<file path="src/rtl/mux_pkg.sv">
`default_nettype none
//------------------------------------------------------------------------------
// Module   : mux_pkg
// Brief    : Shared constants and FSM state encoding for the mux select arbiter.
// Revision : 1.0
//------------------------------------------------------------------------------
package mux_pkg;

  localparam int c_SEL_W             = 2;
  localparam int c_NUM_REQ           = 4;
  localparam int c_CNT_W             = 4;
  localparam int c_BURST_LEN_DEFAULT = 4;

  typedef enum logic [0:0] {
    ST_IDLE  = 1'b0,
    ST_GRANT = 1'b1
  } state_t;

endpackage
`default_nettype wire

</file>
<file path="src/rtl/mux_rr_sel_arbiter_if.sv">
`default_nettype none
//------------------------------------------------------------------------------
// Module   : mux_rr_sel_arbiter_if
// Brief    : Request/handshake/select bundle; lock present with MUX_RR_SEL_LOCK_EN.
// Revision : 1.0
//------------------------------------------------------------------------------
interface mux_rr_sel_arbiter_if;
  import mux_pkg::*;

  logic [c_NUM_REQ-1:0] req;
  logic                 ready;
  logic [c_SEL_W-1:0]   sel;
  logic [c_NUM_REQ-1:0] gnt;
  logic                 valid;
  logic [c_CNT_W-1:0]   beat_cnt;

`ifdef MUX_RR_SEL_LOCK_EN
  logic                 lock;

  modport master (input req, ready, lock, output sel, gnt, valid, beat_cnt);
  modport slave  (output req, ready, lock, input sel, gnt, valid, beat_cnt);
`else
  modport master (input req, ready, output sel, gnt, valid, beat_cnt);
  modport slave  (output req, ready, input sel, gnt, valid, beat_cnt);
`endif

endinterface
`default_nettype wire

</file>
<file path="src/rtl/mux_rr_sel_arbiter_rr_pick4.sv">
`default_nettype none
//------------------------------------------------------------------------------
// Module   : rr_pick4
// Brief    : Combinational 4-way round-robin pick starting the search at ptr.
// Revision : 1.0
//------------------------------------------------------------------------------
module rr_pick4
  import mux_pkg::*;
(
  input  logic [c_NUM_REQ-1:0] req,
  input  logic [c_SEL_W-1:0]   ptr,
  output logic [c_SEL_W-1:0]   index,
  output logic                 any
);

  // Walk from the farthest offset down so the nearest requester wins last.
  always_comb begin
    index = ptr;
    any   = |req;
    for (int i = c_NUM_REQ - 1; i >= 0; i--) begin
      if (req[ptr + c_SEL_W'(i)]) begin
        index = ptr + c_SEL_W'(i);
      end
    end
  end

endmodule
`default_nettype wire

</file>
<file path="src/rtl/mux_rr_sel_arbiter.sv">
`default_nettype none
//------------------------------------------------------------------------------
// Module   : mux_rr_sel_arbiter
// Brief    : Round-robin burst arbiter driving the 4:1 mux SEL.
//            Optional burst lock enabled by macro MUX_RR_SEL_LOCK_EN.
// Revision : 1.0
//------------------------------------------------------------------------------
module mux_rr_sel_arbiter
  import mux_pkg::*;
#(
  parameter int BURST_LEN = c_BURST_LEN_DEFAULT
)(
  input  logic                 clk,
  input  logic                 rst_n,
  mux_rr_sel_arbiter_if.master bus
);

  localparam logic [c_CNT_W-1:0] c_LAST_BEAT = c_CNT_W'(BURST_LEN - 1);
  localparam logic [c_CNT_W-1:0] c_CNT_MAX   = '1;

  state_t               r_state, w_state_nxt;
  logic [c_SEL_W-1:0]   r_sel, w_sel_nxt;
  logic [c_SEL_W-1:0]   r_ptr, w_ptr_nxt;
  logic [c_CNT_W-1:0]   r_cnt, w_cnt_nxt;
  logic [c_SEL_W-1:0]   w_pick_idx;
  logic                 w_pick_any;
  logic                 w_lock;
  logic                 w_last;

`ifdef MUX_RR_SEL_LOCK_EN
  assign w_lock = bus.lock;
`else
  assign w_lock = 1'b0;
`endif

  rr_pick4 u_pick (
    .req   (bus.req),
    .ptr   (r_ptr),
    .index (w_pick_idx),
    .any   (w_pick_any)
  );

  // Evaluated only on a completing beat, so an offered beat is never withdrawn.
  assign w_last = !bus.req[r_sel] || (!w_lock && (r_cnt == c_LAST_BEAT));

  always_ff @(posedge clk) begin
    if (!rst_n) begin
      r_state <= ST_IDLE;
      r_sel   <= '0;
      r_ptr   <= '0;
      r_cnt   <= '0;
    end else begin
      r_state <= w_state_nxt;
      r_sel   <= w_sel_nxt;
      r_ptr   <= w_ptr_nxt;
      r_cnt   <= w_cnt_nxt;
    end
  end

  always_comb begin
    w_state_nxt = r_state;
    w_sel_nxt   = r_sel;
    w_ptr_nxt   = r_ptr;
    w_cnt_nxt   = r_cnt;
    case (r_state)
      ST_IDLE: begin
        if (w_pick_any) begin
          w_state_nxt = ST_GRANT;
          w_sel_nxt   = w_pick_idx;
          w_cnt_nxt   = '0;
        end
      end
      ST_GRANT: begin
        if (bus.ready) begin
          if (w_last) begin
            w_state_nxt = ST_IDLE;
            w_ptr_nxt   = r_sel + c_SEL_W'(1);
            w_cnt_nxt   = '0;
          end else begin
            w_cnt_nxt   = (r_cnt == c_CNT_MAX) ? c_CNT_MAX : r_cnt + c_CNT_W'(1);
          end
        end
      end
      default: begin
        w_state_nxt = ST_IDLE;
      end
    endcase
  end

  assign bus.sel      = r_sel;
  assign bus.valid    = (r_state == ST_GRANT);
  assign bus.gnt      = (r_state == ST_GRANT) ? (c_NUM_REQ'(1) << r_sel) : '0;
  assign bus.beat_cnt = r_cnt;

endmodule
`default_nettype wire

</file>
<file path="src/flat_wrapper.sv">
// flat-port wrapper written by rule: the top's interface ports become plain ports
module mux_rr_sel_arbiter_flat import mux_pkg::*;
#(
  parameter int BURST_LEN = c_BURST_LEN_DEFAULT
)
  (clk, rst_n, bus_req, bus_ready, bus_sel, bus_gnt, bus_valid, bus_beat_cnt);
  mux_rr_sel_arbiter_if bus_i ();
  input  logic clk;
  input  logic rst_n;
  input wire logic [$bits(bus_i.req)-1:0] bus_req;
  input wire logic [$bits(bus_i.ready)-1:0] bus_ready;
  output wire logic [$bits(bus_i.sel)-1:0] bus_sel;
  output wire logic [$bits(bus_i.gnt)-1:0] bus_gnt;
  output wire logic [$bits(bus_i.valid)-1:0] bus_valid;
  output wire logic [$bits(bus_i.beat_cnt)-1:0] bus_beat_cnt;
  assign bus_i.req = bus_req;
  assign bus_i.ready = bus_ready;
  assign bus_sel = bus_i.sel;
  assign bus_gnt = bus_i.gnt;
  assign bus_valid = bus_i.valid;
  assign bus_beat_cnt = bus_i.beat_cnt;
  mux_rr_sel_arbiter #(.BURST_LEN(BURST_LEN)) u_core (.clk(clk), .rst_n(rst_n), .bus(bus_i));
endmodule
</file>
<file path="config.mk">
export PLATFORM = sky130hd
export DESIGN_NAME = mux_rr_sel_arbiter_flat
export DESIGN_NICKNAME = d
export VERILOG_FILES = /design/src/rtl/mux_pkg.sv /design/src/rtl/mux_rr_sel_arbiter_if.sv /design/src/rtl/mux_rr_sel_arbiter_rr_pick4.sv /design/src/rtl/mux_rr_sel_arbiter.sv /design/src/flat_wrapper.sv
export SDC_FILE = /design/constraint.sdc
export NUM_CORES = 1
export LEC_CHECK = 0
export CORE_UTILIZATION = 41
export DETAILED_ROUTE_END_ITERATION = 16
export PLACE_DENSITY_LB_ADDON = 0.2
export SETUP_SLACK_MARGIN = 0.15
export SYNTH_ARGS = -nofsm -noshare
export SYNTH_HDL_FRONTEND = slang
export SYNTH_HIERARCHICAL = 1
export SYNTH_SLANG_ARGS = --single-unit
</file>
<file path="constraint.sdc">
create_clock -name clk -period 1.46 [get_ports clk]
set_input_delay 0.219 -clock clk [delete_from_list [all_inputs] [get_ports clk]]
set_output_delay 0.219 -clock clk [all_outputs]
set_load 0.03 [all_outputs]
</file>
==> results.ini, run 1 <==
[layout]
nets=121
mostFrequentLayoutCells=8 x dlygate4sd2_1, 8 x buf_4, 7 x buf_6
instances_no_fill=123
diodes=0
drive_above_1_share=0.417
area_growth_pct=60.1

[placed_design]
place.gp.congestion=0.858
dp_cells=117
numPortBuffers=17
dp_hpwl_um=1230

[run_status]
outcome=completed

[yosys]
syn_nets=89
avgSynthCellArea_um2=8.35
yosysWarnings=6
ys_top_cells_by_area=dfxtp_1 28%, ha_1 9.7%, mux2i_1 6.2%
syn_area_um2=643
yosysSeqAreaShare=0.280
syn_inst=77
synth_top_area_share=0.280
synth_top_cell_by_area=dfxtp_1
ys_ff_latch=9
ys_types=29

[floorplanning]
dieWidth_um=41.6
core_area_mm2=0.00138
ios=18
start_util=0.465
die_h_um=41.6
row_count=13
die_area_mm2=0.00173

[route]
via_per_inst=5.43
drtIter0Drc=10
drc=0
vias=668
routed_wl_um=1570
routedWlPerCell_um=12.8
drtPass1Iterations=4
ant_nets=0

[setup_path]
cp-end-kind=flop
path_max_fanout=6
crit_family=multiplexers
arrival_ns=1.60
required_ns=1.65
crit_buf_inv=0
crit_path_top_delay_cell=mux4_2
critPathMaxStageDelay_ns=0.56
crit_path_start_kind=flop
crit_chain=mux4_2, a21oi_4, mux2i_1
crit_type=reg -> reg

[timing]
worstMarginPinSlew_ns=0.311
finClkSkew_ns=0.00457
whs_ns=0.501
drv_slew=0
post-route-min-period_ns=1.41
hold_viol=0
setup_violations=0
timing.fmax_mhz=710
slew_headroom=0.791
post-route-period-util=0.964
grt_setup_unrepaired=yes

[pwr]
peakVddDrop_v=0.000324
p_leak_nw=0.468
power.density_mw_per_mm2=645

[clock_network]
cts_made_buffers=3
cts_max_path_buffers=2
clk_pin_slew_worst_paths_ns=0.06
cts_root_buffer=clkbuf_4
cts.sinks=9
cts_tree=yes
h-tree-depth=1
clk_latency_ns=0.27
cts_hold_buffers=0

[job]
drv_cap=0

[global_routing]
grt_max_degree=9
grt_antenna_before_repair=0
met3_usage=0.0391
grt_busiest_layer=met2
grt_pass1_vias=623
grt_usage=0.196
grt_pass1_wl_um=2600
grt_use_met2=0.322
met1_usage=0.241
gr-total-overflow=0

[worst_hold_path]
hold_path_class=reg -> reg

what timing repair did:
item / CTS / global route
setup buffers: 1 / 1
setup endpoints to repair: 20 / 14
pin swaps: 5 / 4
gates cloned: 0 / 0
gates resized for setup: 23 / 19
kinds of logic after synthesis:
family                   synth area share
flip-flops                          0.280
AND/OR/NAND/NOR                     0.298
AO/OA/AOI/OAI                       0.181
multiplexers                       0.0973
adder cells (fa/ha/maj)            0.0973
buffers and inverters              0.0467
stage by stage:
stage	utilization	total power (W)	area [um2]	setup TNS (ns)	worst slack, ns
2_1_floorplan	-	0.000364	669	0	0.0290
3_3_place_gp	0.660	0.000438	912	-1.80	-0.243
3_5_place_dp	0.660	0.000442	912	-2.05	-0.304
4_1_cts	0.698	0.000653	965	0	0.0433
5_1_grt	0.745	0.000697	1030	-0.0310	-0.0310
6_report	0.745	0.000664	1030	0	0.0520
area by class of cell:
cell class / count / area, um2
timing repair buffer: 28 / 259
tap: 15 / 18.8
fill: 102 / 353
sequential: 9 / 198
clock buffer: 4 / 26.3
inverter: 7 / 26.3
multi-input combinational: 60 / 502
Yosys cell counts, drive strengths merged:
| cell | number |
|---|---|
| o21ai | 4 |
| mux2i | 4 |
| o211ai | 1 |
| and3 | 2 |
| or4 | 1 |
| o221a | 1 |
| clkbuf | 1 |
| dfxtp | 9 |
| nor2 | 5 |
| a2bb2oi | 1 |
| ha | 5 |
| nand3b | 1 |
| inv | 7 |
| mux4 | 1 |
| and3b | 1 |
| a21oi | 5 |
| nand3 | 1 |
| o32ai | 2 |
| and2b | 3 |
| nand2 | 8 |
| or3b | 1 |
| a31oi | 1 |
| nor3 | 1 |
| o311ai | 1 |
| and2 | 5 |
| nand2b | 1 |
| nor2b | 4 |
state kept, by name (all words and copies together), names as in the netlist:
register	flops
u_core/bus.beat_cnt	4
u_core/bus.sel	2
u_core/r_ptr	2
u_core/bus.valid	1
worst min-delay path: cells and delay by family (launching register included):
kind / cells / cell delay, ns
flops: 1 / 0.34
mux: 1 / 0.06
simple gates: 1 / 0.06
where the power goes:
| part | switching, W | internal (W) |
|---|---|---|
| sequential | 0.0000107 | 0.000252 |
| clock | 0.0000961 | 0.000106 |
| combinational | 0.0000994 | 0.000101 |
| total | 0.000206 | 0.000458 |
path summary, 6_finish.rpt:
check                                                    start  slack [ns]  cells past startpoint                           end
worst max register to register  u_core/bus.sel[0]$_SDFFE_PN0P_        0.05                      3  u_core/r_ptr[1]$_SDFFE_PN0P_
worst min register to register    u_core/r_ptr[1]$_SDFFE_PN0P_        0.50                      2  u_core/r_ptr[1]$_SDFFE_PN0P_
worst max-delay path            u_core/bus.sel[0]$_SDFFE_PN0P_        0.05                      3  u_core/r_ptr[1]$_SDFFE_PN0P_
worst min-delay path              u_core/r_ptr[1]$_SDFFE_PN0P_        0.50                      2  u_core/r_ptr[1]$_SDFFE_PN0P_
routing by layer:
metal / vias to the layer above / part of all wire
met1: 312 / 0.46
met4: 0 / 0.021
met2: 17 / 0.49
met5: - / 0
li1: 334 / -
met3: 5 / 0.034
Note: power is estimated with default switching activity, not from simulation.
==> run 2, diff against run 1 <==
Settings changed: CORE_MARGIN set to 2, HOLD_SLACK_MARGIN set to 0.12.
==> run 2 against run 1 <==
  * Wire length is 6.5% lower
  * Utilization is 7.9 points lower
  * First-iteration DRC count up 10%
  * Sequential power is essentially flat
  * Non-clock buffer count is 1 lower
  * Global-route usage is 2.5 points lower
  * Critical endpoint unchanged
  * Largest cell class unchanged
==> results.ini, run 2 (synthesis results as in run 1) <==
[route]
drtPass1Iterations=4
vias=627
wl_met3_um=48
drtIter0Drc=11
via_per_inst=5.10
top_layer_used=met4
routed_wl_um=1470
met2_length_um=703
m1WireLength_um=706
ant_nets=0
routedWlPerCell_um=12.0
drc=0

[clock_network]
clk_latency_ns=0.26
cts_root_buffer=clkbuf_4
h-tree-depth=1
cts.sinks=9
cts_max_path_buffers=2
cts_tree=yes
cts_made_buffers=3
cts_hold_buffers=0
clk_pin_slew_worst_paths_ns=0.06

[global_routing]
grt_usage=0.170
gr-total-overflow=0
grt_pass1_vias=565
grt_max_degree=9
grt_antenna_before_repair=0
grt_pass1_wl_um=2400

[placed_design]
place.gp.congestion=0.739
dp_cells=117
dp_hpwl_um=1120
numPortBuffers=17
pre_cts_ws_ns=-0.310
placement.cell_area_um2=906

[setup_path]
crit_type=reg -> reg
arrival_ns=1.62
required_ns=1.64
cp-end-kind=flop
path_max_fanout=6
rrSetupSlack_ns=0.02
crit_path_start_kind=flop

[floorplanning]
start_util=0.432
ios=18
core_area_mm2=0.00149
dieWidth_um=43.6
die_h_um=43.6
die_area_mm2=0.00190
row_count=14

[timing]
timing.final.ws_setup_ns=0.0196
post-route-period-util=0.987
post-route-min-period_ns=1.44
grt_setup_unrepaired=yes
worstMarginPinSlew_ns=0.315
finClkSkew_ns=0.00386
slew_headroom=0.787
setup_violations=0
whs_ns=0.420
timing.fmax_mhz=694
drv_slew=0
hold_viol=0

[worst_hold_path]
hold_path_class=in -> reg

[run_status]
outcome=completed

[layout]
fill_cells=119
multi_input_area_um2=480
largest_reg_flops=4
diodes=0
final_common_cell=buf_4
drive_above_1_share=0.364
seq_area_um2=199
area_growth_pct=54.1
nets=120
final_core_util=0.666
instances_no_fill=123
design_area_um2=991
mostFrequentLayoutCells=10 x buf_4, 9 x dlygate4sd2_1, 8 x nand2_1

[pwr]
p_leak_nw=0.436
power.density_mw_per_mm2=643
peakVddDrop_v=0.000528

[job]
drv_cap=0

[run 2: power breakdown]
part | internal [W] | switching [W] | leakage, nW | total, W
Sequential | 0.000251 | 0.0000126 | 0.0771 | 0.000263
Clock | 0.000105 | 0.0000909 | 0.0150 | 0.000196
Combinational | 0.0000887 | 0.0000885 | 0.344 | 0.000177
[run 2: final timing paths]
kind / startpoint / end / cells past startpoint
worst min register to register: u_core/r_ptr[0]$_SDFFE_PN0P_ / u_core/r_ptr[0]$_SDFFE_PN0P_ / 2
worst min-delay path: bus_req[1] / u_core/bus.valid$_SDFF_PN0_ / 5
worst max-delay path: u_core/bus.sel[0]$_SDFFE_PN0P_ / u_core/r_ptr[1]$_SDFFE_PN0P_ / 3
worst max register to register: u_core/bus.sel[0]$_SDFFE_PN0P_ / u_core/r_ptr[1]$_SDFFE_PN0P_ / 3
[run 2: per-layer routing]
| layer | vias to the layer above | track usage |
|---|---|---|
| li1 | 330 | - |
| met1 | 283 | 0.224 |
| met2 | 12 | 0.265 |
| met3 | 2 | 0.0417 |
| met4 | 0 | 0.0727 |
| met5 | - | 0 |
[run 2: area by class of cell]
type,instances,share of cell area
Inverter,7,0.0290
Sequential cell,9,0.201
Multi-Input combinational cell,60,0.485
Tap cell,16,0.0202
Timing Repair Buffer,27,0.239
Clock buffer,4,0.0265
[run 2: what timing repair did]
| action | CTS | global route |
|---|---|---|
| buffers inserted | 2 | 0 |
| gates resized for setup | 26 | 7 |
| setup endpoints to repair | 20 | 14 |
| hold endpoints to repair | 0 | 0 |
| pin swaps | 6 | 2 |
[run 2: worst max-delay path: stages (launching register included)]
cell,delay (ns)
dfxtp_4,0.39
mux4_2,0.58
a21oi_4,0.19
mux2i_1,0.21
[run 2: stage by stage]
stage | power, W | TNS [ns]
after floorplan | 0.000364 | 0
after global placement | 0.000435 | -1.92
after detailed placement | 0.000437 | -2.21
after CTS | 0.000641 | 0
after global routing | 0.000673 | -0.0179
final | 0.000637 | 0
==> run 3, diff against run 2 <==
Settings changed: CAP_MARGIN set to 15, CORE_MARGIN 2 to 4.
==> run 3 against run 2 <==
  * Power grew 1.1%
  * Sequential power is essentially flat
  * Global-route usage shrank 1.8 points
  * Register-to-register slack gained 0.02 ns
  * Combinational power grew 9%
  * First-iteration DRC count is the same
  * Hold slack gained 0.092 ns
  * Final cell count grew 2.4%
  * Sequential share of layout area shrank 0.86 points
  * Wire length grew 8.2%
  * Critical endpoint is now u_core/bus.beat_cnt[3]$_SDFFE_PN0P_
  * Largest cell class unchanged
==> results.ini, run 3 (synthesis results as in run 1) <==
[route]
wl_met3_um=91
top_layer_used=met4
routed_wl_um=1590
vias=661
via_per_inst=5.25
routedWlPerCell_um=12.6
m1WireLength_um=761
drtIter0Drc=11
drtPass1Iterations=4
met2_length_um=737
drc=0
ant_nets=0

[floorplanning]
row_count=14
start_util=0.432
ios=18
die_h_um=47.6
core_area_mm2=0.00149
die_area_mm2=0.00227
dieWidth_um=47.6

[timing]
hold_viol=0
post-route-min-period_ns=1.42
timing.final.ws_setup_ns=0.0422
worstMarginPinSlew_ns=0.293
timing.fmax_mhz=705
slew_headroom=0.802
grt_setup_unrepaired=yes
setup_violations=0
drv_slew=0
whs_ns=0.512
finClkSkew_ns=0.00171
post-route-period-util=0.971

[clock_network]
cts_max_path_buffers=2
clk_pin_slew_worst_paths_ns=0.06
cts_made_buffers=3
cts_root_buffer=clkbuf_4
clk_latency_ns=0.25
cts_tree=yes
cts_hold_buffers=0
cts.sinks=9
h-tree-depth=1

[setup_path]
crit_chain=mux4_2, buf_4, a31oi_1, a21oi_1
rrSetupSlack_ns=0.04
crit_path_start_kind=flop
path_depth=4
arrival_ns=1.55
required_ns=1.59
path_max_fanout=4
crit_buf_inv=1
r2r_start=u_core/bus.sel[0]$_SDFFE_PN0P_
critPathMaxStageDelay_ns=0.56
crit_path_top_delay_cell=mux4_2
crit_type=reg -> reg
r2r_end=u_core/bus.beat_cnt[3]$_SDFFE_PN0P_
cp-end-kind=flop
crit_family=multiplexers
r2r_cells=4

[pwr]
sequentialPowerShare=0.409
power.density_mw_per_mm2=630
peakVddDrop_v=0.000373
p_comb_frac=0.300
clkPwrFrac=0.291
power.switching_w=0.000191
p_int_w=0.000453
netSwitchingFraction=0.296
p_leak_nw=0.440

[placed_design]
dp_hpwl_um=1160
place.gp.congestion=0.815
pre_cts_ws_ns=-0.327
dp_cells=115
numPortBuffers=17

[layout]
final_common_cell=buf_4
final_core_util=0.687
largest_reg_flops=4
area_growth_pct=58.9
mostFrequentLayoutCells=12 x buf_4, 8 x dlygate4sd2_1, 8 x nand2_1
fill_cells=115
diodes=0
drive_above_1_share=0.418
nets=123
instances_no_fill=126

[worst_hold_path]
hold_path_class=reg -> reg
worstHoldStart=u_core/bus.beat_cnt[1]$_SDFFE_PN0P_
min_path_cells=2
min_to=u_core/bus.beat_cnt[1]$_SDFFE_PN0P_

[run_status]
outcome=completed

[global_routing]
grt_pass1_wl_um=2460
grt_usage=0.152
grt_antenna_before_repair=0
gr-total-overflow=0
grt_max_degree=9
grt_pass1_vias=572

[job]
drv_cap=0

==> run 3: cell types whose count changed in the layout (fill, tap and decap cells not counted), sizes merged <==
cell / delta
dlymetal6s2s: -1
buf: +3
clkbuf: +2
dlygate4sd2: -1
==> run 3: per-stage QoR <==
step | setup TNS, ns | total power [W] | instance area (um2)
floorplan | 0 | 0.000364 | 669
global placement | -1.84 | 0.000429 | 891
detailed placement | -2.18 | 0.000432 | 891
CTS | 0 | 0.000633 | 981
global route | 0 | 0.000680 | 1020
finish | 0 | 0.000644 | 1020
==> run 3: worst max path at each step <==
stage,slack (ns),start,to
after global placement,-0.26,bus_req[0],u_core/r_ptr[1]$_SDFFE_PN0P_
after CTS,0.05,u_core/bus.sel[0]$_SDFFE_PN0P_,bus_gnt[0]
after global routing,0.002,u_core/bus.sel[0]$_SDFFE_PN0P_,u_core/r_ptr[0]$_SDFFE_PN0P_
final,0.04,u_core/bus.sel[0]$_SDFFE_PN0P_,u_core/bus.beat_cnt[3]$_SDFFE_PN0P_
after detailed placement,-0.33,bus_req[0],u_core/bus.sel[1]$_SDFFE_PN0P_
after floorplan,0.03,u_core/bus.sel[0]$_SDFFE_PN0P_,u_core/r_ptr[0]$_SDFFE_PN0P_
==> run 3: area by class of cell <==
class	count	area, um2	area share
multi-input combinational	60	502	0.491
timing repair buffer	30	251	0.246
sequential	9	196	0.192
clock buffer	4	26.3	0.0257
inverter	7	26.3	0.0257
tap	16	20.0	0.0196
==> run 3: worst min-delay path, stage by stage, from the launching register on <==
cell and delay [ns]:
dfxtp_4 0.36, inv_1 0.05, o32ai_1 0.06
==> run 3: repair_timing <==
| action | CTS | global route |
|---|---|---|
| setup endpoints to repair | 20 | 16 |
| pin swaps | 4 | 3 |
| gates resized for setup | 29 | 12 |
| setup buffers | 3 | 4 |
==> run 3: power by group through the flow <==
stage / clock [W] / sequential [W] / combinational, W
2_1_floorplan: 0 / 0.000283 / 0.0000807
3_3_place_gp: 0 / 0.000270 / 0.000159
3_5_place_dp: 0 / 0.000270 / 0.000162
4_1_cts: 0.000197 / 0.000264 / 0.000172
5_1_grt: 0.000208 / 0.000265 / 0.000208
6_report: 0.000187 / 0.000263 / 0.000193
==> run 3: routing by layer <==
metal | track usage | vias up
met2 | 0.235 | 21
met5 | 0 | -
met1 | 0.217 | 296
met4 | 0.0484 | 0
met3 | 0.0226 | 2
li1 | - | 342
==> variant 1, RTL diff (config.mk and constraints of run 3) <==
Reset style: asynchronous (`rst_n`), changed in one clocked block.
--- a/src/rtl/mux_rr_sel_arbiter.sv
+++ b/src/rtl/mux_rr_sel_arbiter.sv
@@ -43,7 +43,7 @@
   // Evaluated only on a completing beat, so an offered beat is never withdrawn.
   assign w_last = !bus.req[r_sel] || (!w_lock && (r_cnt == c_LAST_BEAT));
 
-  always_ff @(posedge clk) begin
+  always_ff @(posedge clk or negedge rst_n) begin
     if (!rst_n) begin
       r_state <= ST_IDLE;
       r_sel   <= '0;
Behaviour: differs if rst_n is asserted again (counterexample within 4 cycles, from zero or initial values and one cycle with rst_n low); with rst_n held inactive, the same outputs for 10 cycles.
==> variant 1 against run 3 <==
The run now ends with setup timing left; routed wire length rose by 15%; worst setup slack worse by 0.17 ns; sequential cell count stayed put; synthesized area is 0.39% lower; final area rose by 7.0%; critical path type unchanged; highest routed layer unchanged.
Power is not compared: it rests on default switching activity, and its combinational part moved more than twofold at a synthesized area within 25%.
==> variant 1: results <==
{
  "diodes": 0,
  "grt_pass1_wl_um": 2725,
  "cp_max_fo": 3,
  "io_buffers": 17,
  "synthTopCellsByCount": "dfrtp_1, nand2_1, o21ai_0",
  "muxShareOfSynthArea_pct": 12.89,
  "synth_compound_area_share_pct": 15.43,
  "met3_length_um": 68,
  "status": "finished with violations",
  "r2r-start": "u_core/bus.sel[0]",
  "fin_skew_ns": 0.002152,
  "wl_met2_um": 976,
  "hold_slack_ns": 0.2516,
  "grt_pass1_vias": 625,
  "syn_nets": 79,
  "ys_top_cells_by_area": "dfrtp_1, ha_1, o21ai_0",
  "grtUsageMet1_pct": 19.91,
  "violations": "setup timing",
  "synthAdderAreaFrac_pct": 9.766,
  "setup_viol": 11,
  "place_congestion": 0.8075,
  "tns_ns": -0.6573,
  "layout-drive-gt1-share_pct": 55.05,
  "totalWireLength_um": 1829,
  "m1WireLength_um": 766,
  "htree_levels": 1,
  "synth_xor_xnor_area_share_pct": 0,
  "r2r_end": "u_core/r_ptr[0]",
  "numCtsBuffers": 3,
  "grtUsageTotal_pct": 17.81,
  "avgRoutedWirePerCell_um": 14.63,
  "yosysSeqAreaShare_pct": 35.16,
  "antenna_found_initial": 0,
  "setup_slack_ns": -0.1308,
  "comb_power_w": 0.00139,
  "synth-async-reset-ratio_pct": 100.0,
  "clock_latency_ns": 0.26,
  "cts-root-buf": "clkbuf_4",
  "dr.first_iter.drc_count": 13,
  "place_ws_ns": -0.3391,
  "p_seq_w": 0.000427,
  "clockBufferDepth": 2,
  "dpl-instance-area_um2": 963.4,
  "worst_slew_margin_rel_pct": 72.69,
  "routed.top_layer": "met4",
  "synth_warnings": 6,
  "dp_hpwl_um": 1327,
  "largest_reg_flops": 4,
  "p_seq_share_pct": 21.2,
  "grt_start_max_net_pins": 10,
  "avgViaCountPerCell": 5.272,
  "grt_use_met3_pct": 3.383,
  "ys_types": 27,
  "arrival_ns": 1.74,
  "hp-class": "primary input to async pin",
  "use_met2_pct": 32.35,
  "syn_avg_cell_area_um2": 9.561,
  "fill_cells": 109,
  "r2r_cells": 3,
  "dp_cells": 115
}
[variant 1: cell types whose count changed in the layout (fill, tap and decap cells not counted), moves of 3 or more]
cell             delta
clkbuf_2            -3
dfxtp_4             -4
dfxtp_1             -4
nor2b_1             -3
a21oi_1             -3
inv_1               -3
buf_6               +3
buf_2               +6
buf_4               +5
dfrtp_1             +6
dfrtp_2             +3
dlygate4sd2_1       -7
clkdlybuf4s50_1     +3
[variant 1: how the worst max path moves through the flow]
stage / from / to / slack, ns / depth (start not counted)
2_1_floorplan: u_core/bus.beat_cnt[0] / u_core/r_ptr[0] / -0.20 / 4
3_3_place_gp: bus_req[0] / u_core/bus.sel[1] / -0.30 / 7
3_5_place_dp: bus_req[3] / u_core/r_ptr[0] / -0.34 / 4
4_1_cts: u_core/bus.sel[0] / u_core/r_ptr[0] / -0.13 / 3
5_1_grt: u_core/bus.sel[0] / u_core/r_ptr[0] / -0.14 / 3
6_report: u_core/bus.sel[0] / u_core/r_ptr[0] / -0.13 / 3
[variant 1: area by class of cell]
cell class | instances | area [um2] | share of cell area (%)
sequential | 9 | 229.0 | 20.94
clock inverter | 1 | 5.005 | 0.4577
tap | 16 | 20.02 | 1.831
multi-input combinational | 53 | 465.4 | 42.56
inverter | 4 | 25.02 | 2.288
clock buffer | 3 | 22.52 | 2.059
timing repair buffer | 39 | 326.6 | 29.86
[variant 1: timing repair]
| action | in CTS | in global routing |
|---|---|---|
| hold buffers | 0 | 0 |
| gates cloned | 0 | 0 |
| setup buffers | 4 | 2 |
| resized for setup | 51 | 11 |
| pin swaps | 8 | 2 |
| endpoints found under the hold margin | 0 | 0 |
| setup endpoints to repair | 20 | 17 |
[variant 1: worst max-delay path: stages (launching register included)]
cell,delay [ns]
dfrtp_2,0.41
mux4_2,0.55
a21oi_4,0.20
mux2_4,0.32
==> variant 2, RTL diff (config.mk and constraints of run 3) <==
Made on the original files. Set the package constant `c_CNT_W` to 6 (it was 4).
--- a/src/rtl/mux_pkg.sv
+++ b/src/rtl/mux_pkg.sv
@@ -8,7 +8,7 @@
 
   localparam int c_SEL_W             = 2;
   localparam int c_NUM_REQ           = 4;
-  localparam int c_CNT_W             = 4;
+  localparam int c_CNT_W             = 6;
   localparam int c_BURST_LEN_DEFAULT = 4;
 
   typedef enum logic [0:0] {
Interface: changed (resized bus_beat_cnt); port bits go from 18 to 20. No check against the original RTL was run, so the function may have changed too.
==> variant 2 against run 3 <==
The run now ends with setup timing left; worst setup slack got worse by 0.20 ns; die area rose by 13%; synthesized area up 16%; total power increased by 23%; routed wire length grew 60%; global-route usage increased by 4.3 points; final area increased by 34%; sequential cell count up 2; sequential power up 20%; largest power group unchanged.
==> variant 2: results <==
{
  "status": "finished with violations",
  "violations": "setup timing",
  "worst_pin_slew_ns": 0.2644,
  "postSynthCellCount": 92,
  "ys_top_cells_by_area": "dfxtp_1, ha_1, a21oi_1",
  "hp-class": "primary input to flip-flop",
  "largest_reg_flops": 6,
  "via_count": 918,
  "wl_met2_um": 1348,
  "avgRoutedWirePerCell_um": 15.28,
  "grt_use_met3_pct": 2.967,
  "leakagePower_nw": 0.5577,
  "critical_path.max_stage_delay_ns": 0.48,
  "grt_pass1_vias": 844,
  "dp_hpwl_um": 1635,
  "p_total_w": 0.0007923,
  "fin_skew_ns": 0.0008026,
  "fin_cells": 167,
  "dr.first_iter.drc_count": 46,
  "setup_slack_ns": -0.1621,
  "setup_viol": 9,
  "place_congestion": 0.8768,
  "cp_max_fo": 5,
  "dpl-instance-area_um2": 1141,
  "met3_length_um": 135,
  "grt_pass1_wl_um": 3898,
  "grtUsageTotal_pct": 19.53,
  "internal_power_w": 0.0005476,
  "grtUsageMet1_pct": 24.64,
  "synthTopCellsByCount": "dfxtp_1, nand2_1, nor2_1",
  "layout-drive-gt1-share_pct": 60.56,
  "arrival_ns": 1.78,
  "crit_end": "u_core/bus.beat_cnt[4]",
  "ctsResizeCount": 59
}
## variant 2: kinds of logic after synthesis
group | share of synthesized area, %
simple gates | 33.84
mux | 6.198
flops | 29.48
fa+ha+maj | 8.375
compound gates | 18.59
buf+inv | 3.517
## variant 2: worst min-delay path by stage
stage	startpoint	endpoint	slack [ns]	depth (start not counted)
floorplan	rst_n	u_core/bus.beat_cnt[2]	0.36	2
global placement	u_core/r_ptr[0]	u_core/r_ptr[0]	0.48	2
detailed placement	u_core/r_ptr[1]	u_core/r_ptr[1]	0.51	2
CTS	u_core/r_ptr[1]	u_core/r_ptr[1]	0.52	2
global route	u_core/r_ptr[1]	u_core/r_ptr[1]	0.52	2
finish	bus_req[1]	u_core/bus.sel[1]	0.50	5
## variant 2: final cells by class
cell class / instances / area (um2)
Tap cell: 25 / 31.28
Multi-Input combinational cell: 77 / 649.4
Clock buffer: 4 / 26.28
Fill cell: 119 / 355.3
Timing Repair Buffer: 47 / 411.6
Sequential cell: 11 / 239.0
Inverter: 3 / 13.76
